[config.mk]
export PLATFORM = sky130hd
export DESIGN_NAME = rd_port_arbiter
export DESIGN_NICKNAME = d
export VERILOG_FILES = /design/src/rtl/rd_port_arbiter.sv
export SDC_FILE = /design/constraint.sdc
export NUM_CORES = 1
export LEC_CHECK = 0
export ABC_AREA = 1
export CAP_MARGIN = 40
export CORE_MARGIN = 2
export CORE_UTILIZATION = 50
export DETAILED_ROUTE_END_ITERATION = 6
export GPL_TIMING_DRIVEN = 1
export PLACE_DENSITY = 0.87
export SLEW_MARGIN = 20
export SYNTH_ARGS = -nofsm -noshare
export SYNTH_HDL_FRONTEND = slang
export SYNTH_SLANG_ARGS = --single-unit
[constraint.sdc]
create_clock -name i_clk -period 4.02 [get_ports i_clk]
set_clock_uncertainty 0.1 [all_clocks]
set_input_delay 0.804 -clock i_clk [delete_from_list [all_inputs] [get_ports i_clk]]
set_output_delay 0.804 -clock i_clk [all_outputs]
set_load 0.01 [all_outputs]
[src/rtl/rd_port_arbiter.sv]
// Round-robin arbiter sharing one memory read port among NUM_REQ requesters.
// An in-order tag FIFO remembers each in-flight read's owner so returned data can be routed back.
module rd_port_arbiter #(
  parameter int NUM_REQ   = 4,
  parameter int SIZE_ADDR = 8,
  parameter int SIZE_DATA = 8,
  parameter int MAX_OUT   = 4
) (
  input  logic                         i_clk,
  input  logic                         i_rst_n,
  input  logic [NUM_REQ-1:0]           i_req,
  input  logic [NUM_REQ*SIZE_ADDR-1:0] i_addr,
  output logic [NUM_REQ-1:0]           o_gnt,
  output logic                         o_mem_rd_en,
  output logic [SIZE_ADDR-1:0]         o_mem_addr,
  input  logic                         i_mem_valid,
  input  logic [SIZE_DATA-1:0]         i_mem_data,
  output logic [NUM_REQ-1:0]           o_resp_valid,
  output logic [SIZE_DATA-1:0]         o_resp_data,
  output logic                         o_busy,
  output logic                         o_err
);

  localparam int PTR_W = $clog2(NUM_REQ);
  localparam int FP_W  = (MAX_OUT > 1) ? $clog2(MAX_OUT) : 1;
  localparam int CNT_W = $clog2(MAX_OUT + 1);

  logic [PTR_W-1:0]     rr_ptr_q, rr_ptr_d;
  logic [PTR_W-1:0]     gnt_idx, cand;
  logic                 gnt_any, full, push, pop;
  logic [PTR_W-1:0]     tag_mem_q [MAX_OUT];
  logic [FP_W-1:0]      wr_ptr_q, wr_ptr_d, rd_ptr_q, rd_ptr_d;
  logic [CNT_W-1:0]     count_q, count_d;
  logic [NUM_REQ-1:0]   resp_valid_q, resp_valid_d;
  logic [SIZE_DATA-1:0] resp_data_q, resp_data_d;
  logic                 err_q, err_d;

  assign full = (count_q == CNT_W'(MAX_OUT));

  // A full FIFO blocks grants even if a slot frees this cycle; reset also forces no grant.
  always_comb begin
    gnt_any = 1'b0;
    gnt_idx = '0;
    cand    = '0;
    for (int i = 0; i < NUM_REQ; i++) begin
      cand = PTR_W'((int'(rr_ptr_q) + i) % NUM_REQ);
      if (!gnt_any && i_req[cand]) begin
        gnt_any = 1'b1;
        gnt_idx = cand;
      end
    end
    if (full || !i_rst_n) gnt_any = 1'b0;
  end

  assign push        = gnt_any;
  assign pop         = i_mem_valid && (count_q != '0);
  assign o_gnt       = gnt_any ? (NUM_REQ'(1) << gnt_idx) : '0;
  assign o_mem_rd_en = gnt_any;
  assign o_mem_addr  = gnt_any ? i_addr[gnt_idx*SIZE_ADDR +: SIZE_ADDR] : '0;

  always_comb begin
    rr_ptr_d = rr_ptr_q;
    wr_ptr_d = wr_ptr_q;
    rd_ptr_d = rd_ptr_q;
    count_d  = count_q;
    if (push) begin
      rr_ptr_d = (gnt_idx == PTR_W'(NUM_REQ - 1)) ? '0 : gnt_idx + PTR_W'(1);
      wr_ptr_d = (wr_ptr_q == FP_W'(MAX_OUT - 1)) ? '0 : wr_ptr_q + FP_W'(1);
    end
    if (pop) begin
      rd_ptr_d = (rd_ptr_q == FP_W'(MAX_OUT - 1)) ? '0 : rd_ptr_q + FP_W'(1);
    end
    case ({push, pop})
      2'b10:   count_d = count_q + CNT_W'(1);
      2'b01:   count_d = count_q - CNT_W'(1);
      default: count_d = count_q;
    endcase
    resp_valid_d = pop ? (NUM_REQ'(1) << tag_mem_q[rd_ptr_q]) : '0;
    resp_data_d  = pop ? i_mem_data : resp_data_q;
    err_d        = err_q | (i_mem_valid && (count_q == '0));
  end

  always_ff @(posedge i_clk or negedge i_rst_n) begin
    if (!i_rst_n) begin
      rr_ptr_q     <= '0;
      wr_ptr_q     <= '0;
      rd_ptr_q     <= '0;
      count_q      <= '0;
      resp_valid_q <= '0;
      resp_data_q  <= '0;
      err_q        <= 1'b0;
      for (int j = 0; j < MAX_OUT; j++) tag_mem_q[j] <= '0;
    end else begin
      rr_ptr_q     <= rr_ptr_d;
      wr_ptr_q     <= wr_ptr_d;
      rd_ptr_q     <= rd_ptr_d;
      count_q      <= count_d;
      resp_valid_q <= resp_valid_d;
      resp_data_q  <= resp_data_d;
      err_q        <= err_d;
      if (push) tag_mem_q[wr_ptr_q] <= gnt_idx;
    end
  end

  assign o_resp_valid = resp_valid_q;
  assign o_resp_data  = resp_data_q;
  assign o_busy       = (count_q != '0);
  assign o_err        = err_q;

endmodule

# Yosys cells after proc, flatten, opt, wreduce, memory -nomap -nowiden
# Cells that the tools add are included.
# W data, S select, Z words.
# word_totals
output_inout_bits	27
ff_bits	30
elab_cells	82
inputBits	47
# classes
bitwise_logic	3
magnitude_cmp	7
eq_ne	6
n_shift	3
n_reduce_logical	14
n_mux	30
n_addsub	8
# op_table
op	count
$shiftx A32 B6 Y8	1
$mux W2	10
$lt A2 B3 Y1 const B	4
$mux W1	9
$add A2 B1 Y2 const B	4
$bmux W1 S2	4
$bwmux W8	1
$eq A2 B2 Y1 const B	4
$mux W4	2
$mux W8	1
$shl A1 B2 Y4 const A	2
$ge A3 B3 Y1 const B	2
$logic_and A1 B1 Y1	6
$not A2 Y3	2
$pmux W3 S2	1
$add A2 B2 Y2 const B	2
$bmux W2 S2	1
$demux W2 S2	1
$logic_not A1 Y1	4
$add A3 B1 Y3 const B	1
$eq A3 B3 Y1 const B	1
$logic_not A3 Y1	1
$lt A3 B1 Y1 const B	1
$reduce_bool A3 Y1	1
5 further kinds	5

# Depth between registers and ports, before layout
# logic_depth
ltp_word	15
depth_mapped	16
ltp_nobuf	14

# Least setup slack after synthesis
# OpenSTA, ideal clock, no wires.
# synth_timing
path_type	input-to-output
from	input i_req[1]
to	output o_gnt[3]
cell_stages	13
path_buffers	1
required_ns	3.116
slack_ns	1.120
t_arrival_ns	1.996
path_cell_list	inv_1 > nand2_1 > nand3_1 > nand2_2 > inv_1 > nand2_1 > nand2_4 > nand3_4 > buf_6 > inv_1 > ha_1 > inv_1 > nor2_1
# synth_via
elab_chain_len	14
elab_cells_between_ends	25
classes_between	shift (1); mux (18); reduce/logical (6)
# synth_rtl
element	line	source
start: declaration	11	input logic [NUM_REQ-1:0] i_req,
$bmux W1 S2	47	if (!gnt_any && i_req[cand]) begin
$mux W1 (not written as such)	47	
$mux W1	47	
$logic_not A1 Y1	47	
$logic_and A1 B1 Y1	47	
$mux W1	47	
$logic_not A1 Y1	47	
$logic_and A1 B1 Y1	47	
$mux W1	47	
$logic_not A1 Y1	47	
$logic_and A1 B1 Y1	47	
$mux W2 *	47	
named net gnt_idx[0]	29	logic [PTR_W-1:0] gnt_idx, cand;
$shl A1 B2 Y4 *	57	assign o_gnt = gnt_any ? (NUM_REQ'(1) << gnt_idx) : '0;
$mux W4 *	57	
end: declaration	13	output logic [NUM_REQ-1:0] o_gnt,
# The timed path passes the listed nets; every way through them passes the cells marked *. The select of a mux whose other input is x is not followed.

# Final worst setup path
# layout_timing
from	input i_req[3]
to	output o_mem_rd_en
# layout_via
elab_chain_len	13
elab_cells_between_ends	19
classes_between	mux (13); reduce/logical (6)
# layout_rtl
element	line	source
$bmux W1 S2	47	
$mux W1 (not written as such)	47	
$mux W1	47	
$logic_not A1 Y1	47	
$logic_and A1 B1 Y1	47	
$mux W1	47	
$logic_not A1 Y1	47	
$logic_and A1 B1 Y1	47	
$mux W1	47	
$logic_not A1 Y1	47	
$logic_and A1 B1 Y1	47	
$mux W1 *	47	
$mux W1 *	52	if (full || !i_rst_n) gnt_any = 1'b0;
end: declaration	14	output logic o_mem_rd_en,
# Mark *: on every way between the ends. The rest lies on a longest branch, timed or not. The select of a mux whose other input is x is not followed.

==> metrics.csv <==
stage,metric,value,unit
pwr,PwrDens,855,mW/mm²
routing,WL/cell,12.1,µm
layout,ant diodes,0,
sta,unrepaired setup endpoints after global routing,no,
synthesis,most common cell in the netlist,nand2_1,
synthesis,Post-synth EDFFs,0,
routing,Met1 Wirelength,2220,µm
worst_hold_path,Hold Path Class,reg2reg,
sta,Fin Hold WS,374,ps
placement,Placed Cells,430,
synthesis,Ys Warns,0,
layout,filler cell count,303,
cts,Worst-path clk slew,60,ps
die,Initial Util,53.3,%
die,io pins,74,
cts,maximum root-to-sink buffer count,2,
die,die height,70.0,µm
critical_path,critical path class,in2out,
placement,GPL Wtd Cong,0.938,
routing,# DRC,0,
placement,DP Wirelength,4010,µm
layout,fin area,0.00309,mm²
die,Rows,23,
layout,fin util,75.7,%
cts,CTS tree,done,
die,core area,0.00409,mm²
synthesis,register bit total from synthesis,30,
synthesis,ranking of synthesized cells by area,"dfrtp_1 (34%), nand2_1 (17%), inv_1 (9.8%)",
synthesis,"Top FF cell, synth",dfrtp_1,
sta,TNS Setup,0,ps
critical_path,CP max FO,14,
cts,TritonCTS Sinks,30,
sta,final worst-path cycle share,92.4,%
pwr,static leakage,0.00177,µW
synthesis,top cell type's share of synthesized area,34.5,%
synthesis,Yosys cell types,26,
placement,IO buf count,73,
routing,final WL,5320,µm
sta,worst slew pin tran,414,ps
cts,CTS root buf,clkbuf_8,
run,max-cap viol count,0,
synthesis,most instantiated cells after synthesis,"nand2_1 (97), inv_1 (57), dfrtp_1 (30)",
outcome,outcome,finished clean,
routing,detailed-route via count,2270,
routing,DR top layer,met4,
cts,H-tree depth,2,
routing,met3 wire len,391,µm
sta,endpoints failing setup,0,
layout,share of cells above drive strength 1,9.23,%
synthesis,"area leader, netlist",dfrtp_1,
routing,Routed Antenna Nets,0,
layout,Synth-to-Final Area Change,42.0,%
pwr,worst vdd ir,0.603,mV
synthesis,syn avg cell area,7.02,µm²
layout,final non-filler cell total,440,
grt,GRT Residual Overflow,0,
synthesis,Syn Nets,368,
synthesis,Synth Instances,310,
routing,Vias/cell,5.16,
sta,Slew headroom,72.4,%
cts,CTS Buf Count,5,
cts,Skew-Pair Late Insertion Delay,280,ps
sta,final slew viol count,0,
layout,Final nets,447,
grt,GRT Util Overall,22.6,%
synthesis,fraction of registers with async set/reset,100,%
routing,Initial DRT Pass Iterations,4,
routing,routed wl met2,2630,µm
grt,first-pass GRT wire length,9230,µm
sta,FMAX,269,MHz
die,die area,0.00490,mm²
critical_path,Crit path required time,3120,ps
placement,Placed Instance Area,0.00294,mm²
grt,largest net degree at the start of global routing,31,
critical_path,CP startpoint kind,primary input,
sta,min Tclk post-route,3710,ps
synthesis,netlist area before placement,0.00218,mm²
grt,initial antenna violation count,0,
critical_path,WP data arrival,2810,ps
die,chip width,70.0,µm
routing,initial drt markers,78,
grt,vias in the first global route,2250,
critical_path,Worst Setup End Kind,output pin,
synthesis,sequential share of the synthesized area,34.5,%
sta,Final Hold Fails,0,
[layer usage]
layer,global-route usage [%],vias to the layer above
li1,-,1129
met1,25.5,1041
met2,40.1,92
met3,6.20,8
met4,8.76,0
met5,0,-
[critical path: stages]
cell	delay [ps]
clkdlybuf4s50_1	470
inv_1	50
nand2_1	70
nand3_1	110
nand2_1	100
inv_1	90
nand3_4	150
nand2_4	140
inv_2	230
clkdlybuf4s50_1	580
[through the flow]
step	worst slack [ps]	total power [µW]
floorplan	1120	1770
global placement	65.4	2290
detailed placement	52.5	2340
CTS	35.6	2600
global route	171	2890
finish	305	2640
[final cells by class]
class                           instances  area [µm²]  share of cell area (%)
Clock buffer                            7        86.3                    2.79
Clock inverter                          1        5.00                   0.162
Inverter                               60         235                    7.61
Multi-Input combinational cell        211        1130                    36.5
Sequential cell                        30         751                    24.3
Tap cell                               50        62.6                    2.02
Timing Repair Buffer                   81         825                    26.7
[cells by family (layout without fill, tap and decap cells)]
family,Yosys count,after routing,share of synthesized area [%]
adder cells (fa/ha/maj),11,11,6.67
AO/OA/AOI/OAI,31,31,7.47
AND/OR/NAND/NOR,166,167,36.0
buffers and inverters,70,149,14.5
XOR/XNOR,2,2,0.805
flip-flops,30,30,34.5
[worst paths after layout]
kind / from / end / slack (ps) / depth (start not counted)
worst max register to register: rr_ptr_q[0] / count_q[2] / 1210 / 14
worst max-delay path: i_req[3] / o_mem_rd_en / 310 / 10
worst min register to register: count_q[0] / count_q[0] / 370 / 1
max in group asynchronous: i_rst_n / count_q[2] / 2680 / 2
worst min-delay path: count_q[0] / count_q[0] / 370 / 1
min in group asynchronous: i_rst_n / count_q[1] / 870 / 2
[sequential cells by signal, summed over array words and instances, names as in the netlist]
register and flops:
rd_ptr_q 2, count_q 3, wr_ptr_q 2, rr_ptr_q 2
tag_mem_q 8, o_resp_data 8, o_err 1, o_resp_valid 4
[layout by cell type (no fill, tap or decap), types with 2 or more instances in the layout]
| cell type | Yosys | final |
|---|---|---|
| a21oi_1 | 10 | 10 |
| buf_4 | 0 | 7 |
| clkbuf_8 | 0 | 6 |
| clkdlybuf4s50_1 | 0 | 61 |
| dfrtp_1 | 30 | 30 |
| dlymetal6s2s_1 | 0 | 12 |
| ha_1 | 10 | 10 |
| inv_1 | 57 | 56 |
| inv_2 | 2 | 2 |
| nand2_1 | 97 | 97 |
| nand2_2 | 9 | 9 |
| nand2_4 | 3 | 3 |
| nand3_1 | 26 | 26 |
| nand3_4 | 2 | 3 |
| nand4_1 | 17 | 17 |
| nor2_1 | 10 | 10 |
| o21ai_0 | 12 | 12 |
| o21ai_1 | 6 | 6 |
[power breakdown]
part           internal (µW)  switching, µW  leakage (µW)
Clock                    138            111     0.0000482
Combinational            780           1090       0.00135
Sequential               431           95.7      0.000371
Total                   1350           1300       0.00177
[what timing repair did]
item	CTS	global route
resized for setup	0	17
setup endpoints to repair	0	12
hold buffers	0	0
buffers inserted	0	1
(Power assumes the default switching activity.)
==> RTL change 1 (same flow settings) <==
Set the parameter `SIZE_DATA` to 4 (it was 8).
--- a/src/rtl/rd_port_arbiter.sv
+++ b/src/rtl/rd_port_arbiter.sv
@@ -4,5 +4,5 @@
   parameter int NUM_REQ   = 4,
   parameter int SIZE_ADDR = 8,
-  parameter int SIZE_DATA = 8,
+  parameter int SIZE_DATA = 4,
   parameter int MAX_OUT   = 4
 ) (
Ports: changed (resized i_mem_data and o_resp_data); port bits go from 74 to 66. No check against the original RTL was run, so the function may have changed too.
==> RTL change 1 against the original RTL <==
Synthesized cell count down 5.2%; highest routed layer unchanged; critical path depth up 5; power decreased by 9.8%; routed wire length is 11% lower; worst setup slack lost 130 ps; synthesized area shrank 6.7%; sequential cell count fell by 4; combinational power shrank 5%; clock power down 44%; design area is 9.2% lower.
==> RTL change 1: results (changes against the original RTL) <==
status:
  status: "completed"
global_route:
  grt_usage_pct: 21.1  # -1.4 points
  grt_pass1_vias: 1906  # -15%
  grt_max_degree: 27  # -13%
  grt_pass1_wl_mm: 7.64  # -17%
critical_path:
  slowest_delay_ps: 540  # -40 ps
  endpoint: "o_gnt[1]"
  reg2reg_slack_ps: 1260  # +50 ps
  critPathMaxFanout: 10  # -4
  startpoint: "i_req[2]"
pwr:
  p_leak_nw: 1.61  # -8.9%
  peakVddDrop_uv: 552  # -8.3%
finish:
  n_fill_cell: 312  # +3.0%
  nets: 417  # -6.7%
  drive_gt1_share_pct: 8.59  # -0.64 points
clocking:
  ctsHtreeMaxLevel: 1  # -1
  numCtsBuffers: 3  # -2
  cts.clk_slew.worst_paths_ps: 80  # +20 ps
  cts_root_buf: "clkbuf_8"
timing:
  worst_slack_ps: 180  # -126 ps
  tightest_slew_ps: 421  # +7.15 ps
place:
  placed_cell_area_um2: 2710  # -7.7%
  pre_cts_ws_ps: 74.1  # +21.6 ps
  place.gp.congestion: 0.899  # -4.1%
  hpwl_mm: 3.61  # -9.9%
  io_buffers: 65  # -11%
yosys:
  netlist_top_cells_count: "nand2_1 (85), inv_1 (57), dfrtp_1 (26), nand3_1 (26), nand4_1 (17)"
  ys_seq_area_share_pct: 32.0  # -2.5 points
  synth-adder-area-share_pct: 7.14  # +0.48 points
  netlist_top_cells_area: "dfrtp_1 (32%), nand2_1 (16%), inv_1 (11%), nand3_1 (6.4%), ha_1 (6.2%)"
  synth_compound_area_share_pct: 8.00  # +0.53 points
  synth_xor_area_share_pct: 0.862  # +0.057 points
min_path:
  hold_class: "reg2reg"
  holdPathStages: 1  # unchanged
route:
  routedWlPerCell_um: 11.5  # -4.9%
  vias: 2115  # -6.8%
  dr.first_iter.drc_count: 139  # +78%
==> RTL change 1: power breakdown <==
part	internal, mW	total [mW]	leakage [nW]	switching [mW]
sequential	0.376	0.465	0.322	0.0893
combinational	0.741	1.78	1.27	1.04
clock	0.0670	0.140	0.0216	0.0726
==> RTL change 1: routing by layer <==
metal	track usage, %	vias to the layer above	share of wire [%]
li1	-	1055	-
met1	25.9	971	42
met2	36.9	81	51
met3	2.83	8	5.6
met4	8.93	0	1.7
met5	0	-	0
==> RTL change 1: through the flow <==
stage | std cells | hold slack, ps | utilization [%] | power, mW
3_5_place_dp | 406 | 366 | 68.8 | 2.20
4_1_cts | 409 | 378 | 69.8 | 2.35
5_1_grt | 411 | 410 | 71.2 | 2.65
3_3_place_gp | 406 | 362 | 68.8 | 2.16
6_report | 411 | 377 | 71.2 | 2.39
2_1_floorplan | 294 | 346 | - | 1.69
==> RTL change 1: cells by family (layout without fill, tap and decap cells) <==
logic type / after synthesis / in the layout
flops: 26 / 26
compound gates: 31 / 31
buf+inv: 70 / 136
fa+ha+maj: 11 / 11
simple gates: 154 / 155
xor+xnor: 2 / 2
==> RTL change 1: repair_timing <==
item                                    CTS  global route
hold buffers                              0             0
endpoints found under the setup margin    0            12
setup buffers                             0             1
resized for setup                         0            13
==> RTL change 1: final cells by class <==
cell class,instances,area share (%)
Tap cell,50,2.23
Inverter,60,8.29
Clock buffer,3,1.47
Sequential cell,26,23.2
Multi-Input combinational cell,199,38.5
Timing Repair Buffer,73,26.3
==> RTL change 2 (same settings) <==
Made on the original files. Register the output `o_err` once more; this adds one clock of latency there. The other outputs are not delayed to match.
--- a/src/rtl/rd_port_arbiter.sv
+++ b/src/rtl/rd_port_arbiter.sv
@@ -106,5 +106,7 @@
   assign o_resp_data  = resp_data_q;
   assign o_busy       = (count_q != '0);
-  assign o_err        = err_q;
+  always_ff @(posedge i_clk) begin
+    o_err <= err_q;
+  end
 
 endmodule
Function: changed (a bounded check fails within 4 cycles, from zero or initial values and one cycle with i_rst_n low).
==> RTL change 2 against the original RTL <==
Power rose by 2.5%; sequential cell count rose by 1; worst setup slack got worse by 230 ps; maximum frequency fell by 5.9%; first-iteration DRC count fell by 10%; design area rose by 1.1%; non-clock buffer count fell by 1; register-to-register slack got worse by 130 ps; synthesized area rose by 0.92%; routed wire length rose by 2.1%; highest routed layer unchanged.
==> RTL change 2: results (changes against the original RTL) <==
status:
  status: "completed"
critical_path:
  rr_worst_depth: 15  # +1
  slowest_delay_ps: 540  # -40 ps
  endpoint: "o_gnt[1]"
  reg2reg_from: "rr_ptr_q[0]$_DFFE_PN0P_"
  critPathMaxFanout: 6  # -8
  reg2reg_slack_ps: 1080  # -130 ps
global_route:
  grt_util_met2_pct: 39.8  # -0.27 points
  grt_use_met3_pct: 7.50  # +1.3 points
  grt_pass1_vias: 2237  # -0.58%
  grt_usage_pct: 23.1  # +0.55 points
  grt_util_met1_pct: 27.7  # +2.2 points
  grt_pass1_wl_mm: 9.47  # +2.6%
timing:
  fin_setup_tns_ps: 0  # unchanged
  hold_slack_ps: 287  # -86.9 ps
  maxClockFrequency_mhz: 253  # -5.9%
  tightest_slew_ps: 440  # +26.2 ps
finish:
  instances_no_fill: 442  # +0.45%
yosys:
  netlist_top_cells_area: "dfrtp_1 (34%), nand2_1 (17%), inv_1 (9.7%), nand3_1 (5.9%), ha_1 (5.7%)"
  ys_seq_area_share_pct: 35.1  # +0.60 points
  yosysUniqueCellTypes: 27  # +3.8%
  avgSynthCellArea_um2: 7.06  # +0.60%
  async_flop_share_pct: 96.8  # -3.2 points
route:
  dr.first_iter.drc_count: 70  # -10%
  drt-met1-wl_mm: 2.23  # +0.77%
  wl_met3_um: 382  # -2.3%
  wl_mm: 5.43  # +2.1%
  wl_met2_mm: 2.71  # +3.0%
  vias: 2256  # -0.62%
clocking:
  numCtsBuffers: 5  # unchanged
  ctsHtreeMaxLevel: 2  # unchanged
place:
  hpwl_mm: 3.98  # -0.64%
  pre_cts_ws_ps: 17.4  # -35.1 ps
  placed_cell_area_um2: 2960  # +0.77%
  place.gp.congestion: 0.909  # -3.0%
  placed_cells: 433  # +0.70%
min_path:
  holdCritStartpoint: "err_q$_DFF_PN0_"
  holdPathStages: 0  # -1
  hold-path-endpoint: "o_err$_DFF_P_"
pwr:
  pwr-share-clk_pct: 11.6  # +2.2 points
  p_switching_mw: 1.31  # +1.2%
  power_mw: 2.71  # +2.5%
  peakVddDrop_uv: 606  # +0.49%
  pwr-share-comb_pct: 68.4  # -2.3 points
  p_leak_nw: 1.75  # -1.1%
==> RTL change 2: changes by cell type in the layout (fill, tap and decap cells not counted) <==
cell,delta
buf_6,-1
clkdlybuf4s50_1,+2
dfxtp_1,+1
clkbuf_1,-1
dlymetal6s2s_1,-2
bufinv_16,+1
==> RTL change 2: kinds of logic after synthesis <==
| logic type | share of synthesized area [%] |
|---|---|
| AOI/OAI and AO/OA | 7.40 |
| xor gates and xnor gates | 0.797 |
| adders and majority gates | 6.61 |
| buffers and inverters | 14.4 |
| DFF | 35.1 |
| and+or+nand+nor | 35.7 |
==> RTL change 2: critical path, delay by kind of cell <==
kind / cells / cell delay (ps)
fa+ha+maj: 1 / 160
simple gates: 7 / 700
buf+inv: 6 / 1360
==> RTL change 2: final cells by class <==
cell class                      count  area [µm²]
Fill cell                         337        1170
Multi-Input combinational cell    211        1130
Timing Repair Buffer               80         808
Sequential cell                    31         771
Inverter                           60         235
Clock buffer                        6        82.6
Tap cell                           52        65.1
Clock inverter                      2        35.0
